[src/rtl/cla4_pkg.sv]
// Shared constants for the 4-bit carry look-ahead adder: operand width and
// the reset value of the registered result bundle.
package cla4_pkg;

    localparam int W = 4;

    typedef struct packed {
        logic [W-1:0] s;
        logic         co;
        logic         pg;
        logic         gg;
    } cla_res_t;

    localparam cla_res_t RES_RST = '{s: '0, co: 1'b0, pg: 1'b0, gg: 1'b0};

endpackage : cla4_pkg

[src/rtl/cla_pg_cell.sv]
// Per-bit propagate/generate cell for the look-ahead adder.
module cla_pg_cell (
    input  logic a_i,
    input  logic b_i,
    output logic p_o,
    output logic g_o
);

    assign p_o = a_i ^ b_i;
    assign g_o = a_i & b_i;

endmodule : cla_pg_cell

[src/rtl/cla4.sv]
// 4-bit carry look-ahead adder with combinational outputs and a one-cycle
// registered copy of the result, plus a valid flag cleared by reset.
module cla4
    import cla4_pkg::*;
(
    input  logic         clk,
    input  logic         reset,
    input  logic [W-1:0] A,
    input  logic [W-1:0] B,
    input  logic         Ci,
    output logic [W-1:0] S,
    output logic         Co,
    output logic         PG,
    output logic         GG,
    output logic [W-1:0] S_r,
    output logic         Co_r,
    output logic         PG_r,
    output logic         GG_r,
    output logic         vld_r
);

    logic [W-1:0] p;
    logic [W-1:0] g;
    logic [W-1:0] c;

    for (genvar i = 0; i < W; i++) begin : g_pg
        cla_pg_cell u_pg (
            .a_i (A[i]),
            .b_i (B[i]),
            .p_o (p[i]),
            .g_o (g[i])
        );
    end

    // Every carry is a flat sum of products of P/G and Ci; no carry feeds another.
    assign c[0] = Ci;
    assign c[1] = g[0] | (p[0] & Ci);
    assign c[2] = g[1] | (p[1] & g[0]) | (p[1] & p[0] & Ci);
    assign c[3] = g[2] | (p[2] & g[1]) | (p[2] & p[1] & g[0])
                | (p[2] & p[1] & p[0] & Ci);

    assign PG = &p;
    assign GG = g[3] | (p[3] & g[2]) | (p[3] & p[2] & g[1])
              | (p[3] & p[2] & p[1] & g[0]);
    assign Co = GG | (PG & Ci);
    assign S  = p ^ c;

    cla_res_t res_d;
    cla_res_t res_q;
    logic     vld_q;

    assign res_d = '{s: S, co: Co, pg: PG, gg: GG};

    always_ff @(posedge clk) begin
        if (reset) begin
            res_q <= RES_RST;
            vld_q <= 1'b0;
        end else begin
            res_q <= res_d;
            vld_q <= 1'b1;
        end
    end

    assign S_r   = res_q.s;
    assign Co_r  = res_q.co;
    assign PG_r  = res_q.pg;
    assign GG_r  = res_q.gg;
    assign vld_r = vld_q;

endmodule : cla4

[config.mk]
export PLATFORM = sky130hd
export DESIGN_NAME = cla4
export DESIGN_NICKNAME = d
export VERILOG_FILES = /design/src/rtl/cla4_pkg.sv /design/src/rtl/cla_pg_cell.sv /design/src/rtl/cla4.sv
export SDC_FILE = /design/constraint.sdc
export NUM_CORES = 1
export LEC_CHECK = 0
export ABC_AREA = 1
export CORE_UTILIZATION = 30
export DETAILED_ROUTE_END_ITERATION = 7
export PLACE_DENSITY = 0.66
export SKIP_LAST_GASP = 1
export SYNTH_ARGS = -nofsm -noshare
export SYNTH_HDL_FRONTEND = slang
export SYNTH_SLANG_ARGS = --single-unit
[constraint.sdc]
create_clock -name clk -period 2.4 [get_ports clk]
set_input_delay 0.72 -clock clk [delete_from_list [all_inputs] [get_ports clk]]
set_output_delay 0.72 -clock clk [all_outputs]
set_load 0.03 [all_outputs]
# After elaboration in Yosys (flattened, before gate mapping)
# Cells that the tools add are included.
[word_totals]
reg_bits = 8
inputBits = 11
out_inout_bits = 15
word_cells = 41
[classes]
mux = 1
n_bitwise = 34
n_reduce_logical = 1
[ops]
columns = ["operator", "n"]
rows = [
  ["AND 1 bit", 19],
  ["bitwise OR 1 bit", 10],
  ["AND reduction 4 bit", 1],
  ["XOR 1 bit", 4],
  ["XOR 4 bit", 1],
  ["2-to-1 mux 1 bit", 1],
]

# Depth between registers and ports, before layout
[logic_depth]
depth_word = 6
mapped_depth = 8
depth_no_buf = 8

# By module
# Synthesis repeated with hierarchy kept, for this count alone.
[hier_totals]
hier_cells = 58
hier_area_um2 = 442.9
[by_module_without_submodules]
columns = ["module", "n_inst", "cells_each", "area_each_um2", "seq_area_each_um2"]
rows = [
  ["cla4", 1, 54, 392.9, 160.2],
  ["cla_pg_cell", 4, 1, 12.5, 0.0],
]

# Least setup slack after synthesis
# No wires, ideal clock.
[synth_timing]
path_type = "input -> output"
startpoint = "input port A[1]"
endpoint = "output port Co"
arrival_ns = 1.811
required_time_ns = 1.680
path_slack_ns = -0.131
cell_stages = 5
path_buffers = 0
cell_sequence = "ha_1 -> inv_2 -> nor3_4 -> a21oi_2 -> inv_1"
[synth_via]
elab_cells_between_ends = 10
classes_between = "9 x bitwise; 1 x reduce/logical"
[synth_lines]
columns = ["element", "line", "rtl"]
rows = [
  ["from (decl)", "cla4.sv:8", "input logic [W-1:0] A,"],
  ["XOR 1 bit", "cla_pg_cell.sv:9", "assign p_o = a_i ^ b_i;"],
  ["AND reduction 4 bit", "cla4.sv:42", "assign PG = &p;"],
  ["via PG", "cla4.sv:13", "output logic PG,"],
  ["AND 1 bit", "cla4.sv:45", "assign Co = GG | (PG & Ci);"],
  ["bitwise OR 1 bit", "cla4.sv:45", ""],
  ["to (decl)", "cla4.sv:12", "output logic Co,"],
]
# The timed path passes the listed nets, and every way through them passes these cells.

# Final worst setup path
[layout_timing]
startpoint = "input port B[2]"
endpoint = "output port S[3]"
[layout_via]
elab_chain_cells = 6
elab_cells_between_ends = 11
classes_between = "11 x bitwise"
[layout_rtl]
columns = ["element", "line", "rtl"]
rows = [
  ["from (decl)", "cla4.sv:9", "input logic [W-1:0] B,"],
  ["XOR 1 bit", "cla_pg_cell.sv:9", ""],
  ["AND 1 bit (on tied branches)", "cla4.sv:39, cla4.sv:40", ""],
  ["bitwise OR 1 bit (tied with other cells)", "cla4.sv:39", "assign c[3] = g[2] | (p[2] & g[1]) | (p[2] & p[1] & g[0])"],
  ["bitwise OR 1 bit or AND 1 bit (tied branches)", "cla4.sv:39, cla4.sv:40", ""],
  ["bitwise OR 1 bit (*)", "cla4.sv:40", "| (p[2] & p[1] & p[0] & Ci);"],
  ["XOR 4 bit (*)", "cla4.sv:46", "assign S = p ^ c;"],
  ["to (decl)", "cla4.sv:11", "output logic [W-1:0] S,"],
]
# Every way passes the cells marked *; elsewhere a longest branch is shown, timed or not.

==> flow_summary_export.csv <==
group,metric,value,unit
run_status,status,"complete, but fails checks",
run_status,failed_checks,"setup timing",
synth,synthCells,60,
worst_hold_path,hold_depth,4,
final_layout,drive_gt1_share,65.74,%
routing,drt-initial-drc-count,16,
die,initial_core_util,33.64,%
placed_design,io_buffer_count,25,
critical_path,crit_type,"in2out",
power,p_leak,0.4949,nW
clock_network,hold_buffers,0,
critical_path,critPathCaptureType,"output port",
routing,antenna_left,0,
synth,yosys_warnings,0,
routing,vias_per_cell,4.472,
routing,post-route-drc-count,0,
final_layout,fin_nets,126,
synth,synthesis.nets,76,
placed_design,dp_worst_setup_slack,-878.9,ps
sta,post-route-period-util,104.8,%
synth,netlist-cell-type-count,19,
final_layout,final_common_cell,"buf_4",
grt,antenna_found_initial,0,
clock_network,cts_buffer_depth,2,
synth,mappedNetlistArea,454.2,sq um
critical_path,cp-start-kind,"input pin",
synth,avgSynthCellArea,7.570,sq um
sta,slew_violations,0,
grt,grt.total_usage,16.72,%
final_layout,mostFrequentLayoutCells,"19 x buf_4, 13 x buf_6, 10 x inv_2",
die,fp.coreArea,1350,sq um
clock_network,path_clk_slew,50,ps
clock_network,cts_sinks,8,
routing,vias,550,
synth,ys_seq_area_share,35.26,%
power,clkPwrFrac,18.7,%
critical_path,required,1680,ps
sta,hold_viol_final,0,
routing,routedWlPerCell,11.11,um
grt,overflow,0,
power,vdd_ir_drop_max,0.0002466,V
grt,grt_pass1_wl,1.766,mm
worst_hold_path,hold_class,"in2reg",
die,rows,13,
die,die_y,40.91,um
critical_path,crit_path_max_fanout,4,
routing,first_pass_iters,4,
final_layout,instances_no_fill,123,
sta,fmax,0.3977,GHz
clock_network,cts_tree,"yes",
placed_design,dp.cells,112,
sta,tightest_slew,359.6,ps
routing,wl,1.366,mm
run,max_cap_violations,0,
die,die_area,1674,sq um
power,comb_power_share,54.0,%
critical_path,critPathArrivalTime,1790,ps
clock_network,htree_levels,1,
die,io_pins,26,
final_layout,nFillCells,96,
synth,synth_seq_cells,8,
power,p_int,0.0003461,W
final_layout,syn_to_final_growth,122.3,%
final_layout,diodes,0,
grt,grt_pass1_vias,434,
sta,setup_viol,3,
sta,fin_crit,2515,ps
die,die_w,40.91,um
grt,grt_max_degree,9,
clock_network,cts_buffers,3,
power,p_switching,0.0001948,W
placed_design,gp_congestion,0.7377,
sta,rsz0062_at_grt,"true",
sta,setup_slack,-114.7,ps
clock_network,root_buffer,"clkbuf_4",
power,seq_power_share,27.2,%
sta,slew_headroom,75.95,%
placed_design,hpwlAfterDp,987.9,um
power,swShare,36.01,%
power,power_density,535.7,nW/um^2
[per-layer routing]
metal	part of all wire, %	vias to the layer above	wire length [um]	track usage, %
met5	0	-	0	0
met4	0	0	0	10.00
met3	5.2	0	71	3.261
met2	55	19	754	29.69
met1	40	251	540	17.92
li1	-	280	-	-
[cell type report]
type	count	area [sq um]	share of cell area, %
clock buffer	3	22.52	2.230
tap	15	18.77	1.859
timing repair buffer	46	404.1	40.02
inverter	14	52.55	5.204
sequential	8	160.2	15.86
multi-input combinational	37	351.6	34.82
[path summary, 6_finish.rpt]
check,start,end,slack [ps]
worst max-delay path,B[2],S[3],-110
worst min-delay path,A[3],GG_r$_SDFF_PP0_,900
[timing repair]
item,4_1_cts,5_1_grt
gates resized for setup,64,14
pin swaps,16,7
buffers inserted,6,2
setup endpoints to repair,7,6
[state kept, by name, summed over array words and instances, names as in the netlist]
| name | flops |
|---|---|
| GG_r | 1 |
| Co_r | 1 |
| PG_r | 1 |
| S_r | 4 |
| vld_r | 1 |
[metrics by stage]
stage / instance area [sq um] / util, % / power (W) / hold WS (ps) / setup TNS [ps]
floorplan: 496.7 / - / 0.0002778 / 861.8 / -20.42
global placement: 844.6 / 62.56 / 0.0003797 / 1442 / -3344
detailed placement: 844.6 / 62.56 / 0.0003844 / 1438 / -3509
CTS: 950.9 / 70.44 / 0.0005233 / 882.1 / -281.6
global route: 1010 / 74.79 / 0.0005740 / 902.3 / -408.3
finish: 1010 / 74.79 / 0.0005409 / 896.5 / -224.0
[power by group through the flow]
stage	Combinational (W)	Sequential, W	Clock, W
2_1_floorplan	0.000104	0.000174	0
3_3_place_gp	0.000230	0.000150	0
4_1_cts	0.000272	0.000147	0.000104
3_5_place_dp	0.000234	0.000150	0
6_report	0.000292	0.000147	0.000101
5_1_grt	0.000313	0.000149	0.000112
[logic make-up after synthesis]
logic type,share of synthesized area (%)
DFF,35.26
and+or+nand+nor,31.69
buffers and inverters,12.40
AOI/OAI and AO/OA,5.234
adders and majority gates,15.43
[worst max-delay path, stage by stage]
cell     delay, ps
buf_6          100
ha_4           230
buf_6          120
or2_0          190
nand2_1         70
nand2_1         50
nand2_1         70
nand2_2         70
inv_2           50
buf_6          120
[synth_stat cells]
library cell / instances / area (sq um)
nand2_1: 13 / 48.80
inv_1: 12 / 45.04
dfxtp_1: 8 / 160.2
ha_1: 4 / 50.05
a21oi_1: 3 / 15.01
nor2_1: 3 / 11.26
inv_2: 2 / 7.510
nand2_2: 2 / 12.51
nand3_1: 2 / 10.01
nor2_2: 2 / 12.51
a21oi_2: 1 / 8.760
clkbuf_1: 1 / 3.750
fa_1: 1 / 20.02
nand3b_1: 1 / 7.510
nand4_1: 1 / 6.260
nor3_4: 1 / 16.27
nor4_1: 1 / 6.260
or2_0: 1 / 6.260
or2_2: 1 / 6.260
(Power assumes the default switching activity.)
